$ cat src/rtl/amplitude_ramp_ctrl.sv
// Slews the DDS amplitude word toward a handshaken target in bounded, timed steps.
// Build option AMP_ZC_SYNC_EN: each due step is held until the next zero_cross pulse.
module amplitude_ramp_ctrl #(
  parameter int unsigned AMP_W    = 11,
  parameter int unsigned AMP_MAX  = 1650,
  parameter int unsigned STEP_MV  = 10,
  parameter int unsigned TICK_DIV = 1000
) (
  input  logic             clk,
  input  logic             rst,
  input  logic             set_valid,
  output logic             set_ready,
  input  logic [AMP_W-1:0] set_amplitude_mv,
  input  logic             zero_cross,
  output logic [AMP_W-1:0] amplitude_mv,
  output logic             busy,
  output logic             done
);

  localparam int unsigned TICK_W = (TICK_DIV > 2) ? $clog2(TICK_DIV) : 1;
  localparam int unsigned DIFF_W = AMP_W + 1;
  localparam logic [AMP_W-1:0]  AMP_MAX_C = AMP_W'(AMP_MAX);
  localparam logic [DIFF_W-1:0] STEP_C    = DIFF_W'(STEP_MV);
  localparam logic [TICK_W-1:0] TICK_LAST = TICK_W'(TICK_DIV - 1);

`ifdef AMP_ZC_SYNC_EN
  typedef enum logic [1:0] {S_IDLE, S_RAMP, S_ZC_WAIT} state_t;
`else
  typedef enum logic [1:0] {S_IDLE, S_RAMP} state_t;
  logic unused_zero_cross;
  assign unused_zero_cross = zero_cross;
`endif

  state_t             state_q, state_d;
  logic [AMP_W-1:0]   amp_q, amp_d;
  logic [AMP_W-1:0]   target_q, target_d;
  logic [TICK_W-1:0]  tick_q, tick_d;
  logic               busy_q, busy_d;
  logic               done_q, done_d;
  logic               ready_q, ready_d;

  logic [AMP_W-1:0]         req_clamped;
  logic signed [DIFF_W-1:0] diff;
  logic [DIFF_W-1:0]        mag;
  logic [DIFF_W-1:0]        step;
  logic [AMP_W-1:0]         amp_step;
  logic                     xfer;
  logic                     step_en;

  // Step magnitude is bounded by the remaining distance, so the target is never overshot.
  always_comb begin
    req_clamped = (set_amplitude_mv > AMP_MAX_C) ? AMP_MAX_C : set_amplitude_mv;
    diff        = $signed({1'b0, target_q}) - $signed({1'b0, amp_q});
    mag         = diff[DIFF_W-1] ? DIFF_W'(-diff) : DIFF_W'(diff);
    step        = (mag > STEP_C) ? STEP_C : mag;
    amp_step    = diff[DIFF_W-1] ? (amp_q - AMP_W'(step)) : (amp_q + AMP_W'(step));
    xfer        = set_valid && ready_q;
  end

  // Next-state and registered-output logic.
  always_comb begin
    state_d  = state_q;
    amp_d    = amp_q;
    target_d = target_q;
    tick_d   = tick_q;
    done_d   = 1'b0;
    step_en  = 1'b0;

    case (state_q)
      S_IDLE: begin
        if (xfer) begin
          target_d = req_clamped;
          if (req_clamped != amp_q) begin
            state_d = S_RAMP;
            tick_d  = '0;
          end else begin
            done_d = 1'b1;
          end
        end
      end
      S_RAMP: begin
        if (tick_q == TICK_LAST) begin
`ifdef AMP_ZC_SYNC_EN
          state_d = S_ZC_WAIT;
`else
          step_en = 1'b1;
`endif
        end else begin
          tick_d = tick_q + TICK_W'(1);
        end
      end
`ifdef AMP_ZC_SYNC_EN
      S_ZC_WAIT: begin
        if (zero_cross) step_en = 1'b1;
      end
`endif
      default: state_d = S_IDLE;
    endcase

    if (step_en) begin
      amp_d  = amp_step;
      tick_d = '0;
      if (amp_step == target_q) begin
        state_d = S_IDLE;
        done_d  = 1'b1;
      end else begin
        state_d = S_RAMP;
      end
    end

    busy_d  = (state_d != S_IDLE);
    ready_d = (state_d == S_IDLE);
  end

  always_ff @(posedge clk) begin
    if (rst) begin
      state_q  <= S_IDLE;
      amp_q    <= '0;
      target_q <= '0;
      tick_q   <= '0;
      busy_q   <= 1'b0;
      done_q   <= 1'b0;
      ready_q  <= 1'b1;
    end else begin
      state_q  <= state_d;
      amp_q    <= amp_d;
      target_q <= target_d;
      tick_q   <= tick_d;
      busy_q   <= busy_d;
      done_q   <= done_d;
      ready_q  <= ready_d;
    end
  end

  assign amplitude_mv = amp_q;
  assign busy         = busy_q;
  assign done         = done_q;
  assign set_ready    = ready_q;

endmodule

$ cat config.mk
export PLATFORM = sky130hd
export DESIGN_NAME = amplitude_ramp_ctrl
export DESIGN_NICKNAME = d
export VERILOG_FILES = /design/src/rtl/amplitude_ramp_ctrl.sv
export SDC_FILE = /design/constraint.sdc
export NUM_CORES = 1
export LEC_CHECK = 0
export ABC_AREA = 1
export ABC_CLOCK_PERIOD_IN_PS = 5300
export CAP_MARGIN = 25
export CORE_MARGIN = 1
export CORE_UTILIZATION = 40
export CTS_CLUSTER_DIAMETER = 30
export DETAILED_ROUTE_END_ITERATION = 10
export GPL_ROUTABILITY_DRIVEN = 1
export GPL_TIMING_DRIVEN = 0
export PLACE_DENSITY = 0.7
export SYNTH_ARGS = -nofsm -noshare
export SYNTH_HDL_FRONTEND = slang
export SYNTH_SLANG_ARGS = --single-unit
$ cat constraint.sdc
create_clock -name clk -period 5.3 [get_ports clk]
set_clock_uncertainty 0.05 [all_clocks]
set_input_delay 0.53 -clock clk [delete_from_list [all_inputs] [get_ports clk]]
set_output_delay 0.53 -clock clk [all_outputs]
set_load 0.05 [all_outputs]
# == Word-level counts from Yosys, hierarchy flattened ==
# Index checks and enable logic that the tools add are counted.
# word_totals
ff_bits,37
inputBits,15
output_inout_bits,14
elab_cells,49
# op_classes
add_sub_neg,5
magnitude_cmp,2
n_eq_ne,7
n_mux,20
reduce_logical,8
# op_table
op,count
11-bit 2-to-1 mux,3
10-bit 2-to-1 mux,3
10-bit one-hot mux with 2 select lines,1
12-bit by 4-bit > comparator with 1-bit output (second input constant),1
12-bit 2-to-1 mux,1
12-bit negation,1
11-bit by 11-bit subtractor with 12-bit output,1
11-bit adder,1
11-bit equality test,1
11-bit > comparator (second input constant),1
11-bit inequality test,1
11-bit subtractor,1
10-bit by 1-bit adder with 10-bit output (second input constant),1
10-bit equality test (second input constant),1
1-bit 2-to-1 mux,8
2-bit 2-to-1 mux,3
2-bit inequality test (second input constant),3
2-bit zero test,2
2-bit one-hot mux with 2 select lines,1
4-bit AND reduction,1
2-bit nonzero test,2
2-bit by 1-bit equality test with 1-bit output (second input constant),1
2-bit AND reduction,1
2-bit OR reduction,1
1-bit logical AND,1

# == Depth between registers and ports, before layout ==
# logic_depth
word_depth,11
depth_mapped,41
depth_no_buf,41

# == Least setup slack after synthesis ==
# No wires, ideal clock.
# synth_path
path_type,register to register
start,register amp_q[0] (netlist: amplitude_mv[0])
end,register busy_q (netlist: busy)
setup_time_ps,111
t_arrival_ps,4937
required_ps,5139
setup_slack_ps,202
path_stages_with_launch,35
path_buffers,0
synth_period_minus_slack_ps,5098
path_cell_list,dfxtp_1 ha_1 fa_1 ha_1 a21boi_1 nand3_2 clkinv_1 nand2_1 nand2_1 nand2_1 nand3_1 nor2_2 nand4_1 nor2_1 inv_1 ha_1 or2_2 nand2_1 inv_1 fa_1 o21ai_0 nand2_1 nand2_1 a21oi_1 nor2_1 nor2_1 xor2_1 or2_2 nand3_1 nor2_1 nand3_1 nor2_1 nand3_2 nand3_2 inv_1
# synth_via
elab_chain_cells,11
elab_cells_between_ends,16
cone_classes,add/sub (4); order compare (1); eq/ne (2); mux (8); reduce/logical (1)
# synth_rtl
item,line,source
"start, declared",35,"logic [AMP_W-1:0] amp_q, amp_d;"
"start signal, assigned",126,amp_q <= amp_d;
11-bit by 11-bit subtractor with 12-bit output,53,"diff = $signed({1'b0, target_q}) - $signed({1'b0, amp_q});"
12-bit negation,54,mag = diff[DIFF_W-1] ? DIFF_W'(-diff) : DIFF_W'(diff);
12-bit 2-to-1 mux,54,
12-bit by 4-bit > comparator with 1-bit output,55,step = (mag > STEP_C) ? STEP_C : mag;
11-bit 2-to-1 mux,55,
11-bit adder / 11-bit subtractor (equally long branches),56,amp_step = diff[DIFF_W-1] ? (amp_q - AMP_W'(step)) : (amp_q + AMP_W'(step));
11-bit 2-to-1 mux,56,
11-bit equality test,103,if (amp_step == target_q) begin
1-bit 2-to-1 mux,103,
2-bit 2-to-1 mux *,100,if (step_en) begin
2-bit nonzero test *,111,busy_d = (state_d != S_IDLE);
"end signal, assigned",129,busy_q <= busy_d;
"end, declared",38,"logic busy_q, busy_d;"
# Mark *: on every way between the ends. The rest lies on a longest branch, timed or not.
# A chain may end at the register's enable or synchronous reset.

# == Worst setup path in the final report ==
# layout_path
start,register target_q[0]
end,register busy_q (netlist: busy)
# layout_via
elab_chain_cells,11
elab_cells_between_ends,12
cone_classes,add/sub (4); order compare (1); eq/ne (1); mux (5); reduce/logical (1)
# layout_rtl
item,line,source
"start, declared",36,"logic [AMP_W-1:0] target_q, target_d;"
"start signal, assigned",127,target_q <= target_d;
11-bit by 11-bit subtractor with 12-bit output,53,
12-bit negation,54,
12-bit 2-to-1 mux,54,
12-bit by 4-bit > comparator with 1-bit output,55,
11-bit 2-to-1 mux,55,
11-bit adder / 11-bit subtractor (equally long branches),56,
11-bit 2-to-1 mux,56,
11-bit equality test *,103,
1-bit 2-to-1 mux *,103,
2-bit 2-to-1 mux *,100,
2-bit nonzero test *,111,
# Marks and branches as above.

==> flow_summary_export.csv <==
group,metric,value,unit
clocking,tritoncts,"built",
clocking,cts_made_buffers,5,
critical_path,crit_fanout,3,
critical_path,endpoint_kind,"flop",
hold_path,hp-class,"flop to flop",
floorplan,start_util,41.3,%
logic_synthesis,ys_types,44,
logic_synthesis,ys_warn_count,0,
timing,period_needed,5.25,ns
logic_synthesis,synth_top_area_cell,"dfxtp_1",
logic_synthesis,synth_edf_count,0,
global_routing,antenna_found_initial,0,
timing,rsz0062_at_grt,"yes",
place,dp_hpwl,6.88,mm
critical_path,reg2reg_depth,34,
power_and_ir_drop,peakVddDrop,0.224,mV
global_routing,grtUsageTotal,21.2,%
logic_synthesis,synth_top_area_share,21.9,%
final_layout,final_nets,616,
global_routing,grt_pass1_wl,14.8,mm
logic_synthesis,ys_seq_elements,37,
route,drtIter0Drc,183,
floorplan,rows,33,
clocking,path_clk_slew,0.08,ns
route,dr.pass1.iters,5,
timing,setup_viol,0,
route,vias,3611,
logic_synthesis,ys_seq_area_share,21.9,%
floorplan,io_pins,29,
clocking,clock_path_buffers,2,
clocking,cts.sinks,37,
final_layout,final_layout_size_suffix_gt1_share,21.7,%
route,routed_wl,9.42,mm
timing,hold_slack,0.433,ns
timing,slew_viol_final,0,
power_and_ir_drop,power_density,251,nW/µm²
hold_path,whs_endpoint,"tick_q[3]",
logic_synthesis,syn_inst,522,
global_routing,first_global_vias,3325,
critical_path,startpoint_type,"flop",
global_routing,grt-ovfl-total,0,
power_and_ir_drop,p_leak,0.00195,µW
logic_synthesis,synth-main-ff-cell,"dfxtp_1",
critical_path,r2r_slack,0.05,ns
route,drc,0,
logic_synthesis,synthesis.area,3380,µm²
clocking,clockRootBuffer,"clkbuf_8",
critical_path,critPathSlowestCell,"fa_2",
route,drtAntennaViolNets,0,
critical_path,path_class,"flop to flop",
timing,tightest_slew,0.595,ns
hold_path,min_from,"tick_q[3]",
critical_path,arrival,5.40,ns
floorplan,die-area,8810,µm²
timing,report.final.hold_viol_count,0,
logic_synthesis,synth-async-reset-ratio,0,%
floorplan,coreArea,8180,µm²
final_layout,syn_to_final_growth,29.8,%
critical_path,timing.rr.end,"busy",
route,wire_per_inst,13.8,µm
global_routing,grt_max_degree,13,
logic_synthesis,syn_area_per_cell,6.47,µm²
timing,fmax,191,MHz
hold_path,holdPathStages,2,
timing,fin_crit_sh,99.0,%
critical_path,crit_required,5.45,ns
critical_path,rr_startpoint,"target_q[0]",
logic_synthesis,syn_nets,563,
route,viasPerCell,5.30,
flow_run,maxCapViolations,0,
timing,setup_tns,0,ns
place,io_buffers,27,
clocking,clock_latency,0.30,ns
timing,relSlewSlack,60.2,%
logic_synthesis,synth.area.top_cells,"dfxtp_1 22%, nand2_1 14%, ha_1 8.9%",
critical_path,slowest_delay,0.59,ns
place,globalplace.congestion,0.924,
clocking,h-tree-depth,2,
critical_path,cpMostUsedCell,"nand3_2",
floorplan,die_h,93.9,µm
status,status,"finished, final reports clean",
final_layout,diodes,0,
floorplan,die_w,93.9,µm
==> cell families after synthesis <==
| family | count (synthesis) | synth area share [%] |
|---|---|---|
| AOI/OAI and AO/OA | 92 | 16.2 |
| xor gates and xnor gates | 28 | 7.26 |
| adders and majority gates | 26 | 10.1 |
| buffers and inverters | 88 | 10.2 |
| DFF | 37 | 21.9 |
| other | 1 | 0.111 |
| and+or+nand+nor | 250 | 34.2 |
==> flip-flops by register name, indices dropped and copies added, names as in the netlist <==
register      flops
state_q           2
target_q         11
busy              1
tick_q           10
amplitude_mv     11
set_ready         1
done              1
==> per-layer routing <==
layer  up-vias  wire, µm  global-route usage, %  part of all wire [%]
met2        90      4520                   35.8                    48
met1      1678      4320                   26.8                    46
met5         -         0                      0                     0
met3        17       383                   2.83                   4.1
met4         0       194                   9.23                   2.1
li1       1826         -                      -                     -
==> power breakdown <==
group	internal [µW]	switching [µW]
Clock	153	108
Combinational	224	318
Sequential	284	11.9
==> timing repair <==
action,4_1_cts,5_1_grt
endpoints found under the hold margin,0,0
pin swaps,6,34
buffers inserted,3,16
setup endpoints to repair,5,6
hold buffers,0,0
resized for setup,20,61
==> worst max-delay path: cells and delay by family, from the launching register on <==
family / cells / cell delay (ns)
compound gates: 3 / 0.39
xor+xnor: 1 / 0.22
fa+ha+maj: 4 / 1.38
buf+inv: 4 / 0.18
flops: 1 / 0.38
simple gates: 22 / 2.55
==> Yosys cell counts (all sizes together) (2+ instances only) <==
master,instances
nand2,140
inv,79
nor2,40
a21oi,39
nand3,39
dfxtp,37
ha,24
o21ai,20
xor2,17
o22ai,14
nand4,11
xnor2,11
nor3,7
o211ai,6
or2,6
clkbuf,5
a21o,3
nor4,3
o21a,3
buf,2
clkinv,2
fa,2
nand3b,2
o21bai,2
==> cell type report <==
cell class	count	area (µm²)
clock buffers	6	82.6
plain buffers	7	37.5
flip-flops and latches	37	774
repair buffers	46	427
fillers	767	3790
inverters	81	305
well taps	105	131
clock inverters	2	37.5
multi-input cells	397	2580
==> layout by cell type (no fill, tap or decap), types with 9 or more instances in the layout <==
cell / n
nand4_1: 11
nand2_2: 17
inv_1: 70
inv_2: 9
o21ai_0: 16
ha_4: 12
clkdlybuf4s50_1: 27
nand3_2: 13
xor2_1: 16
ha_1: 12
xnor2_1: 10
nand3_1: 26
o22ai_1: 14
dfxtp_1: 24
nand2_1: 120
buf_4: 17
a21oi_1: 33
nor2_1: 31
==> per-stage QoR <==
stage / util, % / power (µW) / instances / setup WS [ns] / area (µm²)
after floorplan: - / 652 / 522 / 0.202 / 3380
after global placement: 46.2 / 727 / 654 / -0.191 / 3780
after detailed placement: 46.2 / 740 / 654 / -0.263 / 3780
after CTS: 48.7 / 1020 / 665 / 0.0169 / 3980
after global routing: 53.6 / 1170 / 681 / -0.207 / 4380
final: 53.6 / 1100 / 681 / 0.0528 / 4380
==> worst max path at each step <==
stage | start | end | slack, ns
floorplan | amplitude_mv[0] | busy | 0.20
global placement | target_q[0] | state_q[0] | -0.19
detailed placement | target_q[0] | state_q[0] | -0.26
CTS | target_q[0] | busy | 0.02
global route | target_q[0] | busy | -0.21
finish | target_q[0] | busy | 0.05
No activity file was read; power rests on OpenSTA's default activity.
